$ cat src/rtl/pipe_ctrl_unit.sv
// pipe_ctrl_unit: control unit for a 5-stage RV32I pipeline.
// It decodes instr_d in ID and carries the control bundle through ID/EX, EX/MEM and MEM/WB.
// It also produces the load-use stall, the branch/jump redirect and flush, and the EX forward selects.
// Optional feature: define CTRL_MDEXT_EN to decode MUL..REMU. DIV*/REM* then hold EX for MD_CYCLES cycles.
// Ports:
//   clk, rst                      clock, synchronous active-high reset
//   instr_d                       ID-stage instruction
//   br_taken_e                    branch comparator result for the EX instruction
//   illegal_d                     ID instruction not decodable (combinational)
//   stall_f, stall_d, flush_d     PC hold, IF/ID hold, IF/ID clear
//   redirect_e                    PC takes the EX target
//   alu_control_e, sel_a_e, sel_b_e, br_type_e, fwd_a_e, fwd_b_e   EX controls
//   rd_en_m, wr_n_m, cs_n_m, func3_m                               data-memory controls
//   regwrite_w, wb_sel_w, rd_w                                     writeback controls
//   md_op_e, md_start_e, md_busy                                   M-extension handshake
module pipe_ctrl_unit #(
    parameter int ALU_W     = 4,
    parameter int REG_AW    = 5,
    parameter int BR_W      = 3,
    parameter int MD_CYCLES = 4
) (
    input  logic              clk,
    input  logic              rst,
    input  logic [31:0]       instr_d,
    input  logic              br_taken_e,
    output logic              illegal_d,
    output logic              stall_f,
    output logic              stall_d,
    output logic              flush_d,
    output logic              redirect_e,
    output logic [ALU_W-1:0]  alu_control_e,
    output logic              sel_a_e,
    output logic              sel_b_e,
    output logic [BR_W-1:0]   br_type_e,
    output logic [1:0]        fwd_a_e,
    output logic [1:0]        fwd_b_e,
    output logic              rd_en_m,
    output logic              wr_n_m,
    output logic              cs_n_m,
    output logic [2:0]        func3_m,
    output logic              regwrite_w,
    output logic [1:0]        wb_sel_w,
    output logic [REG_AW-1:0] rd_w,
    output logic [2:0]        md_op_e,
    output logic              md_start_e,
    output logic              md_busy
);
    localparam logic [ALU_W-1:0] A_ADD = ALU_W'(0), A_SUB = ALU_W'(1), A_SLL = ALU_W'(2),
        A_SLT = ALU_W'(3), A_SLTU = ALU_W'(4), A_XOR = ALU_W'(5), A_SRL = ALU_W'(6),
        A_SRA = ALU_W'(7), A_OR = ALU_W'(8), A_AND = ALU_W'(9), A_COPYB = ALU_W'(10);
    typedef struct packed {
        logic              regwrite;
        logic              rd_en;
        logic              wr;
        logic [ALU_W-1:0]  alu;
        logic              sel_a;
        logic              sel_b;
        logic [BR_W-1:0]   br;
        logic              branch;
        logic              jal;
        logic              jalr;
        logic [1:0]        wb;
        logic [2:0]        f3;
        logic [REG_AW-1:0] rd;
        logic [REG_AW-1:0] rs1;
        logic [REG_AW-1:0] rs2;
    } ex_t;
    typedef struct packed {
        logic              regwrite;
        logic              rd_en;
        logic              wr;
        logic [1:0]        wb;
        logic [2:0]        f3;
        logic [REG_AW-1:0] rd;
    } mem_t;
    typedef struct packed {
        logic              regwrite;
        logic [1:0]        wb;
        logic [REG_AW-1:0] rd;
    } wb_t;
    logic [6:0] op, f7;
    logic [2:0] f3;
    logic [ALU_W-1:0] alu_f3;
    logic ok, use1, use2, dec_md, ld_use, redirect, md_hold, enter;
    ex_t dec, ex_q, ex_d;
    mem_t mem_q, mem_d;
    wb_t wb_q, wb_d;
    assign op = instr_d[6:0];
    assign f3 = instr_d[14:12];
    assign f7 = instr_d[31:25];
    always_comb begin
        case (f3)
            3'b000: alu_f3 = A_ADD;
            3'b001: alu_f3 = A_SLL;
            3'b010: alu_f3 = A_SLT;
            3'b011: alu_f3 = A_SLTU;
            3'b100: alu_f3 = A_XOR;
            3'b101: alu_f3 = A_SRL;
            3'b110: alu_f3 = A_OR;
            default: alu_f3 = A_AND;
        endcase
    end
    // Unused source fields decode as x0 so that hazard and forward compares need no extra qualifiers.
    always_comb begin
        dec = '0;
        ok = 1'b0;
        use1 = 1'b0;
        use2 = 1'b0;
        dec_md = 1'b0;
        case (op)
            7'b0110011: begin
                use1 = 1'b1;
                use2 = 1'b1;
                dec.regwrite = 1'b1;
                if (f7 == 7'b0000000) begin
                    ok = 1'b1;
                    dec.alu = alu_f3;
                end else if (f7 == 7'b0100000 && (f3 == 3'b000 || f3 == 3'b101)) begin
                    ok = 1'b1;
                    dec.alu = f3[2] ? A_SRA : A_SUB;
                end
`ifdef CTRL_MDEXT_EN
                else if (f7 == 7'b0000001) begin
                    ok = 1'b1;
                    dec_md = 1'b1;
                end
`endif
            end
            7'b0010011: begin
                use1 = 1'b1;
                dec.regwrite = 1'b1;
                dec.sel_b = 1'b1;
                ok = f3 == 3'b001 ? f7 == 7'b0000000 :
                     f3 == 3'b101 ? (f7 == 7'b0000000 || f7 == 7'b0100000) : 1'b1;
                dec.alu = (f3 == 3'b101 && f7[5]) ? A_SRA : alu_f3;
            end
            7'b0000011: begin
                use1 = 1'b1;
                ok = f3 != 3'b011 && f3 != 3'b110 && f3 != 3'b111;
                dec.regwrite = 1'b1;
                dec.rd_en = 1'b1;
                dec.sel_b = 1'b1;
                dec.wb = 2'b01;
            end
            7'b0100011: begin
                use1 = 1'b1;
                use2 = 1'b1;
                ok = f3 < 3'd3;
                dec.wr = 1'b1;
                dec.sel_b = 1'b1;
            end
            7'b0110111: begin
                ok = 1'b1;
                dec.regwrite = 1'b1;
                dec.sel_b = 1'b1;
                dec.alu = A_COPYB;
            end
            7'b0010111: begin
                ok = 1'b1;
                dec.regwrite = 1'b1;
                dec.sel_a = 1'b1;
                dec.sel_b = 1'b1;
            end
            7'b1100011: begin
                use1 = 1'b1;
                use2 = 1'b1;
                ok = f3 != 3'b010 && f3 != 3'b011;
                dec.branch = 1'b1;
                dec.sel_a = 1'b1;
                dec.sel_b = 1'b1;
                // BLT..BGEU (func3 4..7) pack down to codes 2..5
                dec.br = f3[2] ? BR_W'(f3 - 3'd2) : BR_W'(f3);
            end
            7'b1101111: begin
                ok = 1'b1;
                dec.regwrite = 1'b1;
                dec.jal = 1'b1;
                dec.sel_a = 1'b1;
                dec.sel_b = 1'b1;
                dec.wb = 2'b10;
            end
            7'b1100111: begin
                use1 = 1'b1;
                ok = f3 == 3'b000;
                dec.regwrite = 1'b1;
                dec.jalr = 1'b1;
                dec.sel_b = 1'b1;
                dec.wb = 2'b10;
            end
            default: ;
        endcase
        dec.f3 = f3;
        dec.rd = dec.regwrite ? REG_AW'(instr_d[11:7]) : '0;
        dec.rs1 = use1 ? REG_AW'(instr_d[19:15]) : '0;
        dec.rs2 = use2 ? REG_AW'(instr_d[24:20]) : '0;
        if (!ok) begin
            dec = '0;
            dec_md = 1'b0;
        end
    end
    always_comb begin
        ld_use = ex_q.rd_en && ex_q.rd != '0 && (dec.rs1 == ex_q.rd || dec.rs2 == ex_q.rd);
        redirect = (ex_q.branch & br_taken_e) | ex_q.jal | ex_q.jalr;
        enter = !(redirect || ld_use);
        ex_d = md_hold ? ex_q : enter ? dec : '0;
        mem_d = md_hold ? '0 : '{regwrite: ex_q.regwrite, rd_en: ex_q.rd_en, wr: ex_q.wr,
                                 wb: ex_q.wb, f3: ex_q.f3, rd: ex_q.rd};
        wb_d = '{regwrite: mem_q.regwrite, wb: mem_q.wb, rd: mem_q.rd};
    end
    always_ff @(posedge clk) begin
        if (rst) begin
            ex_q <= '0;
            mem_q <= '0;
            wb_q <= '0;
        end else begin
            ex_q <= ex_d;
            mem_q <= mem_d;
            wb_q <= wb_d;
        end
    end
`ifdef CTRL_MDEXT_EN
    localparam int CW = $clog2(MD_CYCLES);
    logic [CW-1:0] md_cnt_q, md_cnt_d;
    logic md_start_q, md_start_d, md_ex_q, md_ex_d;
    // While the divider counts, EX is frozen, so the M flag and counter only change on a fresh entry.
    always_comb begin
        md_start_d = !md_hold && enter && dec_md;
        md_ex_d = md_hold ? md_ex_q : enter && dec_md;
        md_cnt_d = md_hold ? md_cnt_q - CW'(1) : (md_start_d && dec.f3[2]) ? CW'(MD_CYCLES - 1) : '0;
    end
    always_ff @(posedge clk) begin
        if (rst) begin
            md_cnt_q <= '0;
            md_start_q <= 1'b0;
            md_ex_q <= 1'b0;
        end else begin
            md_cnt_q <= md_cnt_d;
            md_start_q <= md_start_d;
            md_ex_q <= md_ex_d;
        end
    end
    assign md_hold = md_cnt_q != '0;
    assign md_busy = md_hold;
    assign md_start_e = md_start_q;
    assign md_op_e = md_ex_q ? ex_q.f3 : 3'b000;
`else
    assign md_hold = 1'b0;
    assign md_busy = 1'b0;
    assign md_start_e = 1'b0;
    assign md_op_e = 3'b000;
`endif
    // A redirect squashes the ID instruction, so any load-use stall it raised is moot.
    assign stall_f = !redirect && (ld_use || md_hold);
    assign stall_d = stall_f;
    assign flush_d = redirect;
    assign redirect_e = redirect;
    assign illegal_d = !ok;
    assign alu_control_e = ex_q.alu;
    assign sel_a_e = ex_q.sel_a;
    assign sel_b_e = ex_q.sel_b;
    assign br_type_e = ex_q.br;
    assign fwd_a_e = (mem_q.regwrite && mem_q.rd != '0 && mem_q.rd == ex_q.rs1) ? 2'b01 :
                     (wb_q.regwrite && wb_q.rd != '0 && wb_q.rd == ex_q.rs1) ? 2'b10 : 2'b00;
    assign fwd_b_e = (mem_q.regwrite && mem_q.rd != '0 && mem_q.rd == ex_q.rs2) ? 2'b01 :
                     (wb_q.regwrite && wb_q.rd != '0 && wb_q.rd == ex_q.rs2) ? 2'b10 : 2'b00;
    assign rd_en_m = mem_q.rd_en;
    assign wr_n_m = !mem_q.wr;
    assign cs_n_m = !(mem_q.rd_en || mem_q.wr);
    assign func3_m = mem_q.f3;
    assign regwrite_w = wb_q.regwrite;
    assign wb_sel_w = wb_q.wb;
    assign rd_w = wb_q.rd;
endmodule
$ cat config.mk
export PLATFORM = sky130hd
export DESIGN_NAME = pipe_ctrl_unit
export DESIGN_NICKNAME = d
export VERILOG_FILES = /design/src/rtl/pipe_ctrl_unit.sv
export SDC_FILE = /design/constraint.sdc
export NUM_CORES = 1
export LEC_CHECK = 0
export BUFFER_PORTS_ARGS = -buffer_cell sky130_fd_sc_hd__buf_2
export CORE_AREA = 2 2 87 68
export CTS_BUF_LIST = sky130_fd_sc_hd__clkbuf_16
export DETAILED_ROUTE_END_ITERATION = 7
export DIE_AREA = 0 0 89 70
export HOLD_SLACK_MARGIN = 0.03
export PLACE_DENSITY = 0.88
export SLEW_MARGIN = 40
export SYNTH_ARGS = -nofsm -noshare
export SYNTH_HDL_FRONTEND = slang
export SYNTH_SLANG_ARGS = --single-unit
$ cat constraint.sdc
create_clock -name clk -period 7.5 [get_ports clk]
set_clock_uncertainty 0.1 [all_clocks]
set_input_delay 1.5 -clock clk [delete_from_list [all_inputs] [get_ports clk]]
set_output_delay 1.5 -clock clk [all_outputs]
set_load 0.005 [all_outputs]
==> metrics, run 1 <==
status=finished clean; dpl ws=between 2 and 2.5 ns; number of CTS-inserted buffers=5; CP cell instances=buf_2, nor4bb_1, buf_4, nor3b_2, a211o_4, inv_2, or3_4, a221oi_4, o21ba_1, buf_2; Worst-path clk slew=0.07 ns; RSZ-0062 raised after global routing=no; nets@finish=419; P_leak=about 1.5 nW; number of buffers added on ports=66; Global Route Usage Sum=23.6%; Ys Warns=0; Critical Path Max Stage Delay=0.41 ns; Power Density=174 mW/mm^2; setup TNS=0 ns; Data arrival, critical path=3.92 ns; Buf/Inv on CP=4; Syn-to-layout area delta=13.5%; Synth Cell Area=0.00288 sq mm; hold path cells=1; Final setup violation count=0; CP startpoint kind=input port; hold buffer count at CTS=0; Die Width=89 microns; # diodes=0; Max rail drop VDD=0.0000909 V; Die H=70 microns; maximum clock frequency=approximately 180 MHz; Critical Path RT=around 6 ns; Initial DRT Pass Iterations=5; critical path class=in2out; post-cts resize count=0; Avg Vias per Cell=5.80; Total Wirelength=7340 microns; Vias=2680; CTS tree=yes; largest net degree at the start of global routing=35; number of synthesized flops with an enable pin=0; core area=approximately 0.0055 sq mm; final slew viol count=0; Ports=~70; max_cap viols=0; mean post-synth cell area=8.43 sq um; vias in the first global route=2355; H-tree depth=2; Remaining DRCs=0; fraction of layout cells with a size suffix above 1=24.0%; Final GP Congestion=between 0.9 and 1; fill count=500; Worst path top cell family by delay=simple AND/OR/NAND/NOR gates; CP Max Fanout=11; PnR worst setup slack=1.98 ns; clk_lat worst skew=between 0.2 and 0.3 ns; Initial Utilization=between 50% and 60%; clk root buf=clkbuf_16; Gate Count Post-Synth=roughly 340; Tcrit/Tclk final=73.6%; most used cell, CP=buf_2; num rows=24; aggregate global routing overflow=0; element type at the critical path end=primary output; post-DP HPWL=approximately 5400 microns; Clock Path Buffers=2; Seq cells post-synth=56; ys flop type=dfxtp_1; global-route wire length before repair=11600 microns; post-route ant nets=0; Final Critical Period=~5.5 ns; slowest CP cell=nor3b_2; Netlist cell types=53; FFs w/ async S/R, synth=0%; clock sink count=56; Hold WC Path Type=reg2reg; die footprint=0.00623 sq mm; wire length per cell=15.9 microns; initial antenna violation count=0; post-synthesis sequential area ratio=38.9%; critical path depth=10; # Post-CTS Setup Buffers=0; worst-case reg-to-reg path depth=7; initial DRC count=~380; final hold vios=0
flip-flops by register name, summed over array words and instances, names as in the netlist:
register	cells
func3_m	3
rd_w	5
wb_sel_w	2
ex_q	26
br_type_e	3
mem_q	9
rd_en_m	1
regwrite_w	1
alu_control_e	4
sel_a_e	1
sel_b_e	1
path summary, 6_finish.rpt:
path | end | startpoint | slack [ns]
worst min register to register | func3_m[2]$_SDFF_PP0_ | ex_q[17]$_SDFF_PP0_ | 0.34
worst min-delay path | func3_m[2]$_SDFF_PP0_ | ex_q[17]$_SDFF_PP0_ | 0.34
worst max-delay path | stall_f | instr_d[2] | 1.98
worst max register to register | alu_control_e[3]$_SDFF_PP0_ | ex_q[12]$_SDFF_PP0_ | 5.18
cells in the mapped netlist (all sizes together) (2+ instances only):
library cell / n / area [sq um]
a2111oi: 3 / 26.3
a211o: 3 / 36.3
a21oi: 8 / 40.0
a221oi: 3 / 43.8
and3: 3 / 18.8
buf: 27 / 191
clkbuf: 13 / 48.8
dfxtp: 56 / 1120
inv: 11 / 41.3
nand2: 16 / 60.1
nand2b: 2 / 12.5
nand3: 23 / 115
nand3b: 4 / 30.0
nand4: 5 / 31.3
nor2: 13 / 48.8
nor2b: 23 / 144
nor3: 35 / 180
nor3b: 2 / 20.0
nor4: 12 / 75.1
nor4bb: 2 / 20.0
o21ai: 20 / 100
o22ai: 3 / 18.8
or2: 4 / 25.0
or3: 3 / 23.8
or4: 7 / 52.6
xnor2: 9 / 78.8
xor2: 15 / 131
cell families after synthesis:
kind of cell | after synthesis | synth area share, %
and+or+nand+nor | 158 | 30.9
DFF | 56 | 38.9
buffers and inverters | 51 | 9.77
AOI/OAI and AO/OA | 50 | 12.2
xor gates and xnor gates | 24 | 7.29
adders and majority gates | 1 | 0.434
other | 1 | 0.130
muxes | 1 | 0.347
cell usage in the layout, fill, tap and decap left out, types with 2 or more instances in the layout:
cell type / netlist / layout
a2111oi_0: 3 / 3
a21oi_1: 8 / 8
a221oi_1: 2 / 2
and3_1: 3 / 3
buf_2: 6 / 66
buf_4: 20 / 4
clkbuf_16: 0 / 5
conb_1: 1 / 5
dfxtp_1: 56 / 56
inv_1: 10 / 10
nand2_1: 16 / 16
nand2b_1: 2 / 2
nand3_1: 23 / 23
nand3b_1: 4 / 4
nand4_1: 5 / 5
nor2_1: 13 / 13
nor2b_1: 23 / 23
nor3_1: 34 / 32
nor3_2: 1 / 3
nor4_1: 12 / 12
nor4bb_1: 2 / 2
o21ai_0: 20 / 20
o22ai_1: 3 / 3
or2_2: 4 / 4
or3_1: 2 / 2
or4_1: 7 / 7
xnor2_1: 9 / 9
xor2_1: 15 / 15
power breakdown:
part,internal [mW],switching (mW),total (mW),leakage (nW)
registers,0.297,0.000176,0.298,0.451
clock network,0.124,0.106,0.230,0.0702
logic,0.0154,0.0268,0.0422,0.940
total,0.437,0.133,0.570,1.46
metal layers:
metal	GRT usage (%)	routed length [microns]	up-vias
met5	0	0	-
met4	6.30	112	0
met3	4.61	648	15
met2	35.1	3230	153
met1	34.8	3350	1237
li1	-	-	1275
per-stage QoR:
stage          hold slack (ns)  instances  instance area, sq um  total power [mW]  utilization (%)
4_1_cts                  0.340        462                  3270             0.572             59.2
2_1_floorplan            0.314        346                  2900             0.330                -
6_report                 0.335        462                  3270             0.570             59.2
3_3_place_gp             0.320        454                  3130             0.344             56.6
3_5_place_dp             0.324        454                  3130             0.345             56.6
5_1_grt                  0.358        462                  3270             0.587             59.2
layout make-up:
| type | count | area (sq um) | share of cell area [%] |
|---|---|---|---|
| Tap cell | 78 | 97.6 | 2.98 |
| Sequential cell | 56 | 1120 | 34.3 |
| Multi-Input combinational cell | 239 | 1510 | 46.0 |
| Inverter | 11 | 41.3 | 1.26 |
| Timing Repair Buffer | 70 | 360 | 11.0 |
| Clock inverter | 3 | 21.3 | 0.650 |
| Clock buffer | 5 | 125 | 3.82 |
No activity file was read; power rests on OpenSTA's default activity.
==> inputs of run 2 (changes only) <==
--- a/config.mk
+++ b/config.mk
@@ -5,13 +5,14 @@
 export SDC_FILE = /design/constraint.sdc
 export NUM_CORES = 1
 export LEC_CHECK = 0
+export ABC_AREA = 1
 export BUFFER_PORTS_ARGS = -buffer_cell sky130_fd_sc_hd__buf_2
 export CORE_AREA = 2 2 87 68
 export CTS_BUF_LIST = sky130_fd_sc_hd__clkbuf_16
 export DETAILED_ROUTE_END_ITERATION = 7
 export DIE_AREA = 0 0 89 70
 export HOLD_SLACK_MARGIN = 0.03
-export PLACE_DENSITY = 0.88
+export PLACE_DENSITY = 0.86
 export SLEW_MARGIN = 40
 export SYNTH_ARGS = -nofsm -noshare
 export SYNTH_HDL_FRONTEND = slang
==> constraint.sdc (replaced) <==
create_clock -name clk -period 5.2 [get_ports clk]
set_clock_uncertainty 0.1 [all_clocks]
set_input_delay 1.04 -clock clk [delete_from_list [all_inputs] [get_ports clk]]
set_output_delay 1.04 -clock clk [all_outputs]
set_load 0.005 [all_outputs]
==> run 2 against run 1 <==
  * Area after synthesis decreased by 3.0%
  * Critical path type unchanged
  * Synthesized cell count is 12% higher
  * Combinational power is 18% higher
  * Non-clock buffer count fell by 4
  * Largest cell class unchanged
==> metrics, run 2 <==
Max rail drop VDD=0.000152 V (+67%); H-tree depth=2 (unchanged); design area=0.00323 sq mm (-1.4%); Clock Path Buffers=2 (unchanged); Ys Warns=0 (unchanged); Slew @ Worst Pin=0.521 ns; CTS tree=yes; Total Wirelength=5740 microns (-22%); post-cts resize count=0 (unchanged); Synth Cell Area=0.00280 sq mm (-3.0%); global-route wire length before repair=9750 microns (-16%); wire length per cell=11.1 microns (-30%); largest family of logic cells by synthesized area=simple AND/OR/NAND/NOR gates; top post-synthesis cells by count=69 x nor2_1, 64 x inv_1, 59 x nand2_1; critical path class=in2out; CP Max Fanout=19 (+8); Data arrival, critical path=3.00 ns (-0.92 ns); multi-input logic area=0.00128 sq mm (-15%); max_cap viols=0 (unchanged); Critical Path Max Stage Delay=0.19 ns (-0.22 ns); worst setup path start=instr_d[14]; Critical Path RT=4.06 ns (-1.84 ns); final hold vios=0 (unchanged); number of buffers added on ports=66 (unchanged); nets@finish=475 (+13%); ys flop type=dfxtp_1; Die Width=89 microns (unchanged); Global Route Usage Sum=19.9% (-3.7 points); Final Critical Period=4.14 ns; setup TNS=0 ns (unchanged); DP Area=0.00307 sq mm (-1.6%); core area=0.00553 sq mm (unchanged); FFs w/ async S/R, synth=0% (unchanged); mean post-synth cell area=7.29 sq um (-14%); post-DP HPWL=4560 microns (-16%); # diodes=0 (unchanged); area share of and/or/nand/nor cells after synthesis=34.2% (+3.3 points); Hold WC Path Type=reg2reg; Largest register FFs=26 (unchanged); Yosys top cell by area=dfxtp_1; Top reg by flops=ex_q; P_leak=1.60 nW (+9.7%); most frequent cell after synthesis=nor2_1; fraction of layout cells with a size suffix above 1=24.8% (+0.81 points); Die H=70 microns (unchanged); # Post-CTS Setup Buffers=0 (unchanged); post-route ant nets=0 (unchanged); num rows=24 (unchanged); Synth area leaders=dfxtp_1 40%, nor2_1 9.3%, inv_1 8.6%; Vias=2392 (-11%); post-synthesis mux area share=0% (-0.35 points); vias in the first global route=2267 (-3.7%); post-synthesis compound-gate area fraction=4.07% (-8.2 points); worst reg2reg path startpoint=ex_q[14]$_SDFF_PP0_; Final GP Congestion=0.844 (-8.4%); Ports=72 (unchanged); Remaining DRCs=0 (unchanged); post-synthesis adder-cell area fraction=0.447% (+0.013 points); CP cell instances=buf_2, inv_1, ha_1, a21oi_1, nand3_1, nand2_1, inv_1, nand2_1, nor2_2, nand2_4, inv_1, o21ai_0, nand2_1, nor2_1, nand2_1, nand2_2, nand2_4, nor2_1, buf_2; most used cell, CP=nand2_1; CP startpoint kind=input port; Yosys top cell area share=40.1% (+1.2 points); Final setup violation count=0 (unchanged); Gate Count Post-Synth=384 (+12%); largest net degree at the start of global routing=24 (-31%); FF-to-FF setup slack=3.63 ns (-1.55 ns); commonest cells after routing, fill and taps aside=69 x nor2_1, 66 x buf_2, 64 x inv_1, 59 x nand2_1, 56 x dfxtp_1; Avg Vias per Cell=4.62 (-20%); hold buffer count at CTS=0 (unchanged); final slew viol count=0 (unchanged); worst rel slew slack=65.0%; element type at the critical path end=primary output; XOR/XNOR share of the synthesized area=6.26% (-1.0 points); Syn-to-layout area delta=15.3%; post-route total power=821 uW (+44%); maximum clock frequency=241 MHz; Worst-path clk slew=0.07 ns (about the same); register area=0.00112 sq mm (unchanged); Netlist cell types=36 (-32%); Hold Path Origin=ex_q[15]$_SDFF_PP0_; Seq cells post-synth=56 (unchanged); clock sink count=56 (unchanged); number of CTS-inserted buffers=5 (unchanged); fill count=539 (+7.8%); number of synthesized flops with an enable pin=0 (unchanged); Initial Utilization=50.6% (-1.5 points); commonest non-fill, non-tap cell in the layout=nor2_1; clk root buf=clkbuf_16; RSZ-0062 raised after global routing=no; post-synthesis sequential area ratio=40.1% (+1.2 points); Tcrit/Tclk final=79.6%; aggregate global routing overflow=0 (unchanged); die footprint=0.00623 sq mm (unchanged); initial DRC count=113 (-70%); clk_lat worst skew=0.29 ns (about the same); Power Density=255 mW/mm^2 (+46%); slowest CP cell=ha_1; initial antenna violation count=0 (unchanged); Initial DRT Pass Iterations=4 (-1); status=finished clean
[run 2: power breakdown]
group | total, mW | internal (mW) | leakage (nW) | switching [mW]
clock network | 0.343 | 0.183 | 0.0719 | 0.160
registers | 0.429 | 0.429 | 0.451 | 0.000209
logic | 0.0497 | 0.0174 | 1.08 | 0.0323
total | 0.821 | 0.629 | 1.60 | 0.192
[run 2: cell families (layout without fill, tap and decap cells)]
| logic type | count (synthesis) | after routing |
|---|---|---|
| other | 1 | 5 |
| buffers and inverters | 88 | 140 |
| xor gates and xnor gates | 20 | 20 |
| adders and majority gates | 1 | 1 |
| AOI/OAI and AO/OA | 18 | 18 |
| and+or+nand+nor | 200 | 200 |
| DFF | 56 | 56 |
[run 2: worst max-delay path, delay by kind of cell]
kind                       cells  cell delay, ns
AOI/OAI and AO/OA              2            0.30
and+or+nand+nor               11            0.93
adders and majority gates      1            0.19
buffers and inverters          5            0.54
[run 2: metrics by stage]
step / hold WS [ns] / cells / utilization (%) / setup WS [ns]
final: 0.301 / 518 / 58.4 / 1.06
after global routing: 0.315 / 518 / 58.4 / 0.774
after CTS: 0.303 / 518 / 58.4 / 1.08
after detailed placement: 0.293 / 510 / 55.6 / 1.10
after global placement: 0.292 / 510 / 55.6 / 1.19
after floorplan: 0.288 / 388 / - / 1.31
[run 2: path summary, 6_finish.rpt]
check / endpoint / depth (start not counted)
max reg2reg: ex_q[21]$_SDFF_PP0_ / 9
min: func3_m[0]$_SDFF_PP0_ / 2
max: stall_f / 19
min reg2reg: func3_m[0]$_SDFF_PP0_ / 2
[run 2: final cells by class]
class | instances | area share (%)
multi-input cells | 244 | 39.6
flip-flops and latches | 56 | 34.7
repair buffers | 66 | 10.2
inverters | 66 | 7.68
clock buffers | 5 | 3.88
well taps | 78 | 3.02
clock inverters | 3 | 0.853
[run 2: layer usage]
layer	wire (microns)	part of all wire (%)	vias up	global-route usage, %
met5	0	0	-	0
met4	65	1.1	0	5.64
met3	327	5.7	5	4.37
met2	2490	43	86	30.9
met1	2860	50	1029	27.7
li1	-	-	1272	-
